`src/rtl/i2s_ctrl_pkg.sv`:
```
// i2s_ctrl_pkg: shared state type and constants for the I2S capture controller
package i2s_ctrl_pkg;
  localparam int DEF_DW = 32;
  localparam int ADDR_STRIDE = DEF_DW / 8;
  typedef enum logic [2:0] {IDLE, FLUSH, ARM, CAPTURE, FINISH, ABORT} state_t;
endpackage

```
`src/rtl/i2s_ctrl_outbuf.sv`:
```
// i2s_ctrl_outbuf: one-entry valid/ready register driving the memory write port
module i2s_ctrl_outbuf #(
  parameter int DW = 32,
  parameter int ADDR_W = 32
) (
  input  logic              clk,
  input  logic              rst,
  input  logic              ld,
  input  logic [ADDR_W-1:0] ld_addr,
  input  logic [DW-1:0]     ld_data,
  input  logic              m_ready,
  output logic              m_valid,
  output logic [ADDR_W-1:0] m_addr,
  output logic [DW-1:0]     m_data,
  output logic              can_load
);
  assign can_load = !m_valid || m_ready;
  always_ff @(posedge clk or posedge rst)
    if (rst) begin
      m_valid <= 1'b0;
      m_addr  <= '0;
      m_data  <= '0;
    end else if (ld) begin
      m_valid <= 1'b1;
      m_addr  <= ld_addr;
      m_data  <= ld_data;
    end else if (m_ready) begin
      m_valid <= 1'b0;
    end
endmodule

```
`src/rtl/i2s_capture_ctrl.sv`:
```
// i2s_capture_ctrl: flushes/enables EF_I2S, optionally waits for VAD, streams FIFO words to memory
module i2s_capture_ctrl
  import i2s_ctrl_pkg::*;
#(
  parameter int DW = 8 * ADDR_STRIDE,
  parameter int ADDR_W = 32,
  parameter int LEN_W = 16,
  parameter int TO_W = 24
) (
  input  logic              clk,
  input  logic              rst,
  input  logic              start,
  input  logic              stop,
  input  logic              vad_mode,
  input  logic [LEN_W-1:0]  capture_len,
  input  logic [ADDR_W-1:0] base_addr,
  input  logic [TO_W-1:0]   arm_timeout,
  input  logic              vad_flag,
  input  logic              fifo_empty,
  input  logic              fifo_full,
  input  logic [DW-1:0]     fifo_rdata,
  output logic              i2s_en,
  output logic              fifo_en,
  output logic              fifo_flush,
  output logic              fifo_rd,
  output logic              m_valid,
  input  logic              m_ready,
  output logic [ADDR_W-1:0] m_addr,
  output logic [DW-1:0]     m_data,
  output logic              busy,
  output logic              done,
  output logic              aborted,
  output logic              timed_out,
  output logic              overrun
);
  localparam logic [ADDR_W-1:0] STRIDE = ADDR_W'(DW / 8);
  state_t state;
  logic [LEN_W-1:0] words_left;
  logic [ADDR_W-1:0] next_addr;
  logic [TO_W-1:0] to_lim, to_cnt;
  logic can_load, ld;
  // the pop must coincide with sampling the head word to sustain 1 word/cycle
  assign ld = state == CAPTURE && !stop && can_load && !fifo_empty && words_left != '0;
  assign fifo_rd = ld;
  i2s_ctrl_outbuf #(.DW(DW), .ADDR_W(ADDR_W)) u_outbuf (
    .clk(clk), .rst(rst), .ld(ld), .ld_addr(next_addr), .ld_data(fifo_rdata),
    .m_ready(m_ready), .m_valid(m_valid), .m_addr(m_addr), .m_data(m_data), .can_load(can_load)
  );
  always_ff @(posedge clk or posedge rst)
    if (rst) begin
      state      <= IDLE;
      words_left <= '0;
      next_addr  <= '0;
      to_lim     <= '0;
      to_cnt     <= '0;
      i2s_en     <= 1'b0;
      fifo_en    <= 1'b0;
      fifo_flush <= 1'b0;
      busy       <= 1'b0;
      done       <= 1'b0;
      aborted    <= 1'b0;
      timed_out  <= 1'b0;
      overrun    <= 1'b0;
    end else begin
      done       <= 1'b0;
      aborted    <= 1'b0;
      fifo_flush <= 1'b0;
      if (ld) begin
        next_addr  <= next_addr + STRIDE;
        words_left <= words_left - LEN_W'(1);
      end
      if (state == CAPTURE && fifo_full) overrun <= 1'b1;
      if (stop && state != IDLE && state != ABORT) begin
        state      <= ABORT;
        i2s_en     <= 1'b0;
        fifo_en    <= 1'b0;
        fifo_flush <= 1'b1;
      end else begin
        case (state)
          IDLE:
            if (start && !stop) begin
              words_left <= capture_len;
              next_addr  <= base_addr;
              to_lim     <= arm_timeout;
              to_cnt     <= '0;
              timed_out  <= 1'b0;
              overrun    <= 1'b0;
              done       <= capture_len == '0;
              if (capture_len != '0) begin
                state      <= FLUSH;
                fifo_flush <= 1'b1;
                busy       <= 1'b1;
              end
            end
          FLUSH: begin
            state  <= ARM;
            i2s_en <= 1'b1;
          end
          ARM:
            if (!vad_mode || vad_flag) begin
              state   <= CAPTURE;
              fifo_en <= 1'b1;
            end else if (to_lim != '0 && to_cnt == to_lim - TO_W'(1)) begin
              state      <= ABORT;
              timed_out  <= 1'b1;
              i2s_en     <= 1'b0;
              fifo_flush <= 1'b1;
            end else begin
              to_cnt <= to_cnt + TO_W'(1);
            end
          CAPTURE:
            if (ld && words_left == LEN_W'(1)) begin
              state   <= FINISH;
              i2s_en  <= 1'b0;
              fifo_en <= 1'b0;
            end
          FINISH, ABORT:
            if (can_load) begin
              state   <= IDLE;
              busy    <= 1'b0;
              done    <= state == FINISH;
              aborted <= state == ABORT;
            end
          default: state <= IDLE;
        endcase
      end
    end
endmodule
```
`config.mk`:
```
export PLATFORM = sky130hd
export DESIGN_NAME = i2s_capture_ctrl
export DESIGN_NICKNAME = d
export VERILOG_FILES = /design/src/rtl/i2s_ctrl_pkg.sv /design/src/rtl/i2s_ctrl_outbuf.sv /design/src/rtl/i2s_capture_ctrl.sv
export SDC_FILE = /design/constraint.sdc
export NUM_CORES = 1
export LEC_CHECK = 0
export ABC_AREA = 1
export ABC_CLOCK_PERIOD_IN_PS = 3500
export CAP_MARGIN = 40
export CELL_PAD_IN_SITES_DETAIL_PLACEMENT = 1
export CELL_PAD_IN_SITES_GLOBAL_PLACEMENT = 1
export CORE_MARGIN = 2
export CORE_UTILIZATION = 34
export CTS_CLUSTER_DIAMETER = 100
export CTS_CLUSTER_SIZE = 10
export DETAILED_ROUTE_END_ITERATION = 12
export PLACE_DENSITY_LB_ADDON = 0.1
export SYNTH_ARGS = -nofsm -noshare
export SYNTH_HDL_FRONTEND = slang
export SYNTH_HIERARCHICAL = 1
export SYNTH_SLANG_ARGS = --single-unit
```
`constraint.sdc`:
```
create_clock -name clk -period 3.5 [get_ports clk]
set_clock_uncertainty 0.05 [all_clocks]
set_input_delay 0.525 -clock clk [delete_from_list [all_inputs] [get_ports clk]]
set_output_delay 0.525 -clock clk [all_outputs]
set_load 0.02 [all_outputs]
```
==> metrics, run 1 <==
status=finished clean; gr ovfl total=0; GPL Wtd Cong=0.838; Worst Path Max Fanout=4; post-synth top area cell=dfrtp_1; min cycle time layout=3.07 ns; Post-Synthesis Cells=1375; final hold vios=0; post-CTS sizing=0; diode count=0; Worst-Margin Slew=0.885 ns; Global Route Usage Sum=21.5%; DR pass1 iterations=4; Die Ht=175 um; leak pwr=5.96 nW; vias=9363; Detailed Route WL=31700 um; Die Wd=175 um; CTS Hold Buffers Added=0; setup bufs post-CTS=0; crit path DAT=2.49 ns; Post-synth EDFFs=0; fillers=3578; final period utilization=87.6%; CTS clk-pin slew, worst paths=0.07 ns; top_reg_cell synth=dfrtp_1; dominant cells by area after synthesis=dfrtp_1, nand2_1, inv_1, nor2_1, xor2_1; Crit. End Element=primary output; H-tree levels=4; Setup-failing EPs final=0; core area=0.0287 mm^2; Register Area=0.00430 mm^2; CTS buffer count=17; global-route wire length before repair=52400 um; RR Endpoint=to_cnt[6]; Clock Sinks=172; R2R depth=14; crit start category=input port; hpwl dp=23700 um; CTS max path bufs=2; number of max-slew violations in the final report=0; layout cells sized above 1=4.75%; DRC Markers=0; setup tns final=0 ns; CP endpoint=fifo_rd; syn nets=1493; antenna-violating nets left=0; initial antenna violation count=0; die area=0.0305 mm^2; CP Cell Sequence=clkdlybuf4s50_1 > inv_1 > nand2_1 > inv_1 > nor3_1 > nand2_1 > inv_2 > clkdlybuf4s50_1; TritonCTS clock tree=done; syn avg cell area=7.20 um^2; port buffer count=186; Initial DRC Count=457; CP max-delay cell=clkdlybuf4s50_1; register area share after synthesis=43.5%; Worst setup startpoint=m_ready; relative max-transition margin=41.0%; Netlist Area Pre-Place=0.00989 mm^2; max frequency=326 MHz; final net count=1665; root buffer cell=clkbuf_16; DR vias/cell=4.82; critical path depth=8; Synth Register Bits=172; peak supply drop=0.321 mV; std cell rows=62; Area Growth Syn to Fin=27.2%; Data required, critical path=2.92 ns; Yosys cell types=42; min-delay worst type=input port to async pin; top-count cell post-synth=nand2_1; Worst path top cell family by delay=buffers and inverters; multi-input logic area=0.00478 mm^2; Finished Cell Area=0.0126 mm^2; worst skew pair latency=0.44 ns; Cell Area, Placed=0.0121 mm^2; Starting Density=34.5%; Ys Warns=6; top cells by count, synth=nand2_1, dfrtp_1, inv_1; RSZ-0062 raised after global routing=false; FFs w/ async S/R, synth=100%; Max-Cap Viols=0; max incr delay on CP=0.66 ns; FF-to-FF setup slack=0.50 ns; Routed WL per cell=16.3 um; top-area cell type share of the netlist area=43.5%; R2R Path Start=to_lim[0]; vias in the first global route=9800; PwrDens=745 mW/mm^2; WS Path Type=input port to primary output; IO Count=187; CP bufs+invs=5; largest net degree at the start of global routing=94
==> flip-flops by register name (all words and copies together), names as in the netlist <==
register,count
next_addr,32
u_outbuf/m_addr,32
u_outbuf/m_data,32
to_cnt,24
to_lim,24
words_left,16
state,3
aborted,1
busy,1
done,1
fifo_en,1
fifo_flush,1
i2s_en,1
overrun,1
timed_out,1
u_outbuf/m_valid,1
==> layout make-up <==
class / instances / share of cell area, %
clock buffers: 19 / 3.52
clock inverters: 12 / 0.716
inverters: 132 / 3.96
multi-input cells: 1026 / 38.0
flip-flops and latches: 172 / 34.2
well taps: 384 / 3.82
repair buffers: 198 / 15.8
==> report_power, final <==
| group | switching [W] | internal (W) | total (W) |
|---|---|---|---|
| registers | 0.000790 | 0.00277 | 0.00356 |
| logic | 0.00238 | 0.00164 | 0.00402 |
| clock network | 0.000859 | 0.000931 | 0.00179 |
==> per-stage QoR <==
| stage | setup WS (ns) | hold slack [ns] | total power, W | instances | utilization, % |
|---|---|---|---|---|---|
| floorplan | 0.108 | 0.399 | 0.00597 | 1375 | - |
| global placement | 0.374 | 0.403 | 0.00753 | 1912 | 42.0 |
| detailed placement | 0.290 | 0.408 | 0.00766 | 1912 | 42.0 |
| CTS | 0.439 | 0.420 | 0.00951 | 1943 | 43.8 |
| global route | 0.179 | 0.443 | 0.0102 | 1943 | 43.8 |
| finish | 0.434 | 0.417 | 0.00937 | 1943 | 43.8 |
==> per-layer routing <==
metal  wire (um)  global-route usage (%)  up-vias  share of wire (%)
met4         378                    4.79        0                1.2
met1       15400                    29.5     4528                 49
met2       14900                    35.9      158                 47
li1            -                       -     4655                  -
met5           0                       0        -                  0
met3         987                    3.33       22                3.1
==> cells in the final DEF (no fill, tap or decap), drive strengths merged, types with 25 or more instances in the layout <==
cell type      netlist  layout
nand4               25      25
inv                131     135
nor2               128     128
clkdlybuf4s50        0     186
nand3               58      58
nor3                40      40
nand2              574     574
dfrtp              172     172
o21ai               61      61
xor2                49      49
==> cell families (layout without fill, tap and decap cells) <==
logic type,Yosys count,after routing,synth area share [%]
compound gates,98,98,5.50
xor+xnor,65,65,5.75
fa+ha+maj,5,5,0.632
buf+inv,177,361,8.21
flops,172,172,43.5
mux,5,5,0.506
simple gates,853,853,35.9
==> worst min-delay path by stage <==
stage / slack (ns) / endpoint / start / cells after the start
2_1_floorplan: 0.40 / u_outbuf/m_addr[16] / next_addr[16] / 2
3_3_place_gp: 0.40 / u_outbuf/m_data[25] / u_outbuf/m_data[25] / 2
3_5_place_dp: 0.41 / u_outbuf/m_data[16] / u_outbuf/m_data[16] / 2
4_1_cts: 0.42 / to_lim[16] / rst / 2
5_1_grt: 0.44 / to_lim[16] / rst / 2
6_report: 0.42 / to_lim[16] / rst / 2
Note: power is estimated with default switching activity, not from simulation.
==> run 2, diff against run 1 <==
ABC_AREA = unset   (was 1)
CORE_UTILIZATION = 30   (was 34)
==> run 2 against run 1 <==
Sequential power fell by 2%. Synthesized cell count fell by 36%. Setup slack lost 0.15 ns. Synthesized area shrank 9.8%. Largest cell class unchanged.
==> metrics, run 2 <==
CP max-delay cell=clkdlybuf4s50_1; Top Registers=next_addr: 32 flops, u_outbuf/m_addr: 32 flops, u_outbuf/m_data: 32 flops; vias=7215 (-23%); relative max-transition margin=53.1% (+12 points); total power=0.00915 W (-2.4%); post-synthesis xor/xnor area fraction=7.36% (+1.6 points); vias in the first global route=7702 (-21%); final net count=1184 (-29%); Register Area=0.00430 mm^2 (unchanged); Int Pwr=0.00565 W (+5.7%); Initial DRC Count=320 (-30%); post-CTS sizing=0 (unchanged); CP Cell Sequence=or4_1 > nor4_1 > buf_4 > a41oi_4 > clkdlybuf4s50_1; share of power burned in combinational logic=40.1% (-2.8 points); met3 WL=887 um (-10%); Post-Synthesis Cells=878 (-36%); hpwl dp=18400 um (-22%); std cell rows=63 (+1.6%); post-synthesis compound-gate area fraction=8.54% (+3.0 points); antenna-violating nets left=0 (unchanged); most common cell after layout, fill and taps aside=clkdlybuf4s50_1; GPL Wtd Cong=0.770 (-8.1%); Global Route Usage Sum=17.2% (-4.3 points); IO Count=187 (unchanged); Yosys cell types=60 (+43%); clock share of power=21.8% (+2.7 points); crit start category=flop; PwrDens=765 mW/mm^2 (+2.7%); status=finished clean; multi-input logic area=0.00432 mm^2 (-9.7%); dominant cells by area after synthesis=dfrtp_1, mux2_4, nand2_1, xor2_1, xnor2_1; multiplexer area fraction after synthesis=10.7% (+10 points); max incr delay on CP=0.63 ns (-0.03 ns); min-delay worst type=input port to async pin; top cells by count, synth=dfrtp_1, nand2_1, o21ai_0; leak pwr=4.97 nW (-17%); min cycle time layout=3.21 ns (+0.148 ns); CTS max path bufs=2 (unchanged); crit path DAT=2.64 ns (+0.15 ns); root buffer cell=clkbuf_16; die area=0.0311 mm^2 (+2.1%); syn avg cell area=10.2 um^2 (+41%); final period utilization=91.8% (+4.2 points); Metal-1 WL=12600 um (-18%); Synth Register Bits=172 (unchanged); Worst Path Max Fanout=4 (unchanged); Die Wd=176 um (+1.1%); post-synth top area cell=dfrtp_1; Netlist Area Pre-Place=0.00892 mm^2 (-9.8%); Detailed Route WL=25800 um (-19%); peak supply drop=0.339 mV (+5.6%); main combinational cell family by area after synthesis=simple AND/OR/NAND/NOR gates; setup tns final=0 ns (unchanged); placed insts=1437 (-25%); CTS clk-pin slew, worst paths=0.08 ns (about the same); Routed WL per cell=17.6 um (+7.7%); gr ovfl total=0 (unchanged); RSZ-0062 raised after global routing=false; FFs w/ async S/R, synth=100% (unchanged); TritonCTS clock tree=done; Crit. End Element=primary output; initial antenna violation count=0 (unchanged); sequential share of power=38.2% (+0.2 points); final hold vios=0 (unchanged); largest net degree at the start of global routing=85 (-9.6%); most frequent cells in the layout=clkdlybuf4s50_1, dfrtp_1, nand2_1; Finished Cell Area=0.0120 mm^2 (-5.0%); max frequency=311 MHz (-4.6%); Synth Area in Adders=0.701% (+0.069 points); DRC Markers=0 (unchanged); H-tree levels=4 (unchanged); core area=0.0295 mm^2 (+2.7%); fillers=3320 (-7.2%); Die Ht=176 um (+1.1%); DR pass1 iterations=4 (unchanged); Cell Area, Placed=0.0114 mm^2 (-5.8%); diode count=0 (unchanged); FF-to-FF setup slack=0.43 ns (-0.07 ns); worst skew pair latency=0.44 ns (about the same); Post-synth EDFFs=0 (unchanged); setup bufs post-CTS=0 (unchanged); Clock Sinks=172 (unchanged); DR vias/cell=4.91 (+1.9%); Data required, critical path=2.92 ns (about the same); register area share after synthesis=48.2% (+4.7 points); top-area cell type share of the netlist area=48.2% (+4.7 points); Cell Count, Final, Fillers Out=1469 (-24%); NetSw=0.00350 W (-13%); DR top layer=met4; number of max-slew violations in the final report=0 (unchanged); Ys Warns=6 (unchanged); layout cells sized above 1=13.6% (+8.9 points); Starting Density=30.3% (-4.2 points); Worst-Margin Slew=0.703 ns (-0.183 ns); Area Growth Syn to Fin=34.1%; CTS Hold Buffers Added=0 (unchanged); WS Path Type=flop to primary output; port buffer count=186 (unchanged); CTS buffer count=17 (unchanged); top-count cell post-synth=dfrtp_1; global-route wire length before repair=42300 um (-19%); top_reg_cell synth=dfrtp_1; Synth Area in Simple Gates=20.8% (-15 points); switch share=38.2% (-4.7 points); Setup-failing EPs final=0 (unchanged); syn nets=996 (-33%); DR WL met2=12200 um (-18%); Max-Cap Viols=0 (unchanged)
-- run 2: layout make-up --
| type | count | share of cell area, % |
|---|---|---|
| multi-input cells | 640 | 36.1 |
| clock inverters | 14 | 1.38 |
| repair buffers | 218 | 18.2 |
| flip-flops and latches | 172 | 36.0 |
| well taps | 390 | 4.08 |
| clock buffers | 18 | 3.67 |
| inverters | 17 | 0.555 |
-- run 2: kinds of logic after synthesis --
group / count (synthesis)
mux: 69
simple gates: 363
xor+xnor: 75
flops: 172
buf+inv: 66
fa+ha+maj: 5
compound gates: 128
-- run 2: final timing paths --
kind / start / endpoint / depth (start not counted)
min: rst / next_addr[7] / 2
max: words_left[10] / fifo_rd / 5
min in group clk: next_addr[1] / next_addr[1] / 2
max reg2reg: to_lim[0] / i2s_en / 11
min reg2reg: next_addr[1] / next_addr[1] / 2
max in group asynchronous: rst / to_cnt[11] / 3
-- run 2: worst max-delay path, delay by kind of cell, from the launching register on --
family,cells,cell delay (ns)
AND/OR/NAND/NOR,2,0.80
AO/OA/AOI/OAI,1,0.18
flip-flops,1,0.41
buffers and inverters,2,0.81
-- run 2: through the flow --
stage / setup WS (ns) / util, % / hold slack [ns]
3_5_place_dp: 0.291 / 38.5 / 0.421
4_1_cts: 0.241 / 40.6 / 0.415
6_report: 0.286 / 40.6 / 0.417
5_1_grt: 0.129 / 40.6 / 0.439
3_3_place_gp: 0.325 / 38.5 / 0.413
2_1_floorplan: 0.108 / - / 0.396
-- run 2: power by group through the flow --
stage / sequential [W] / combinational, W / clock [W]
after floorplan: 0.00373 / 0.00191 / 0
after global placement: 0.00351 / 0.00367 / 0
after detailed placement: 0.00352 / 0.00370 / 0
after CTS: 0.00350 / 0.00372 / 0.00207
after global routing: 0.00362 / 0.00403 / 0.00214
final: 0.00349 / 0.00367 / 0.00199
-- run 2: layer usage --
metal  up-vias  GRT usage, %
met4         0          3.00
met3        15          3.01
met2       123          28.6
li1       3467             -
met5         -             0
met1      3610          23.8
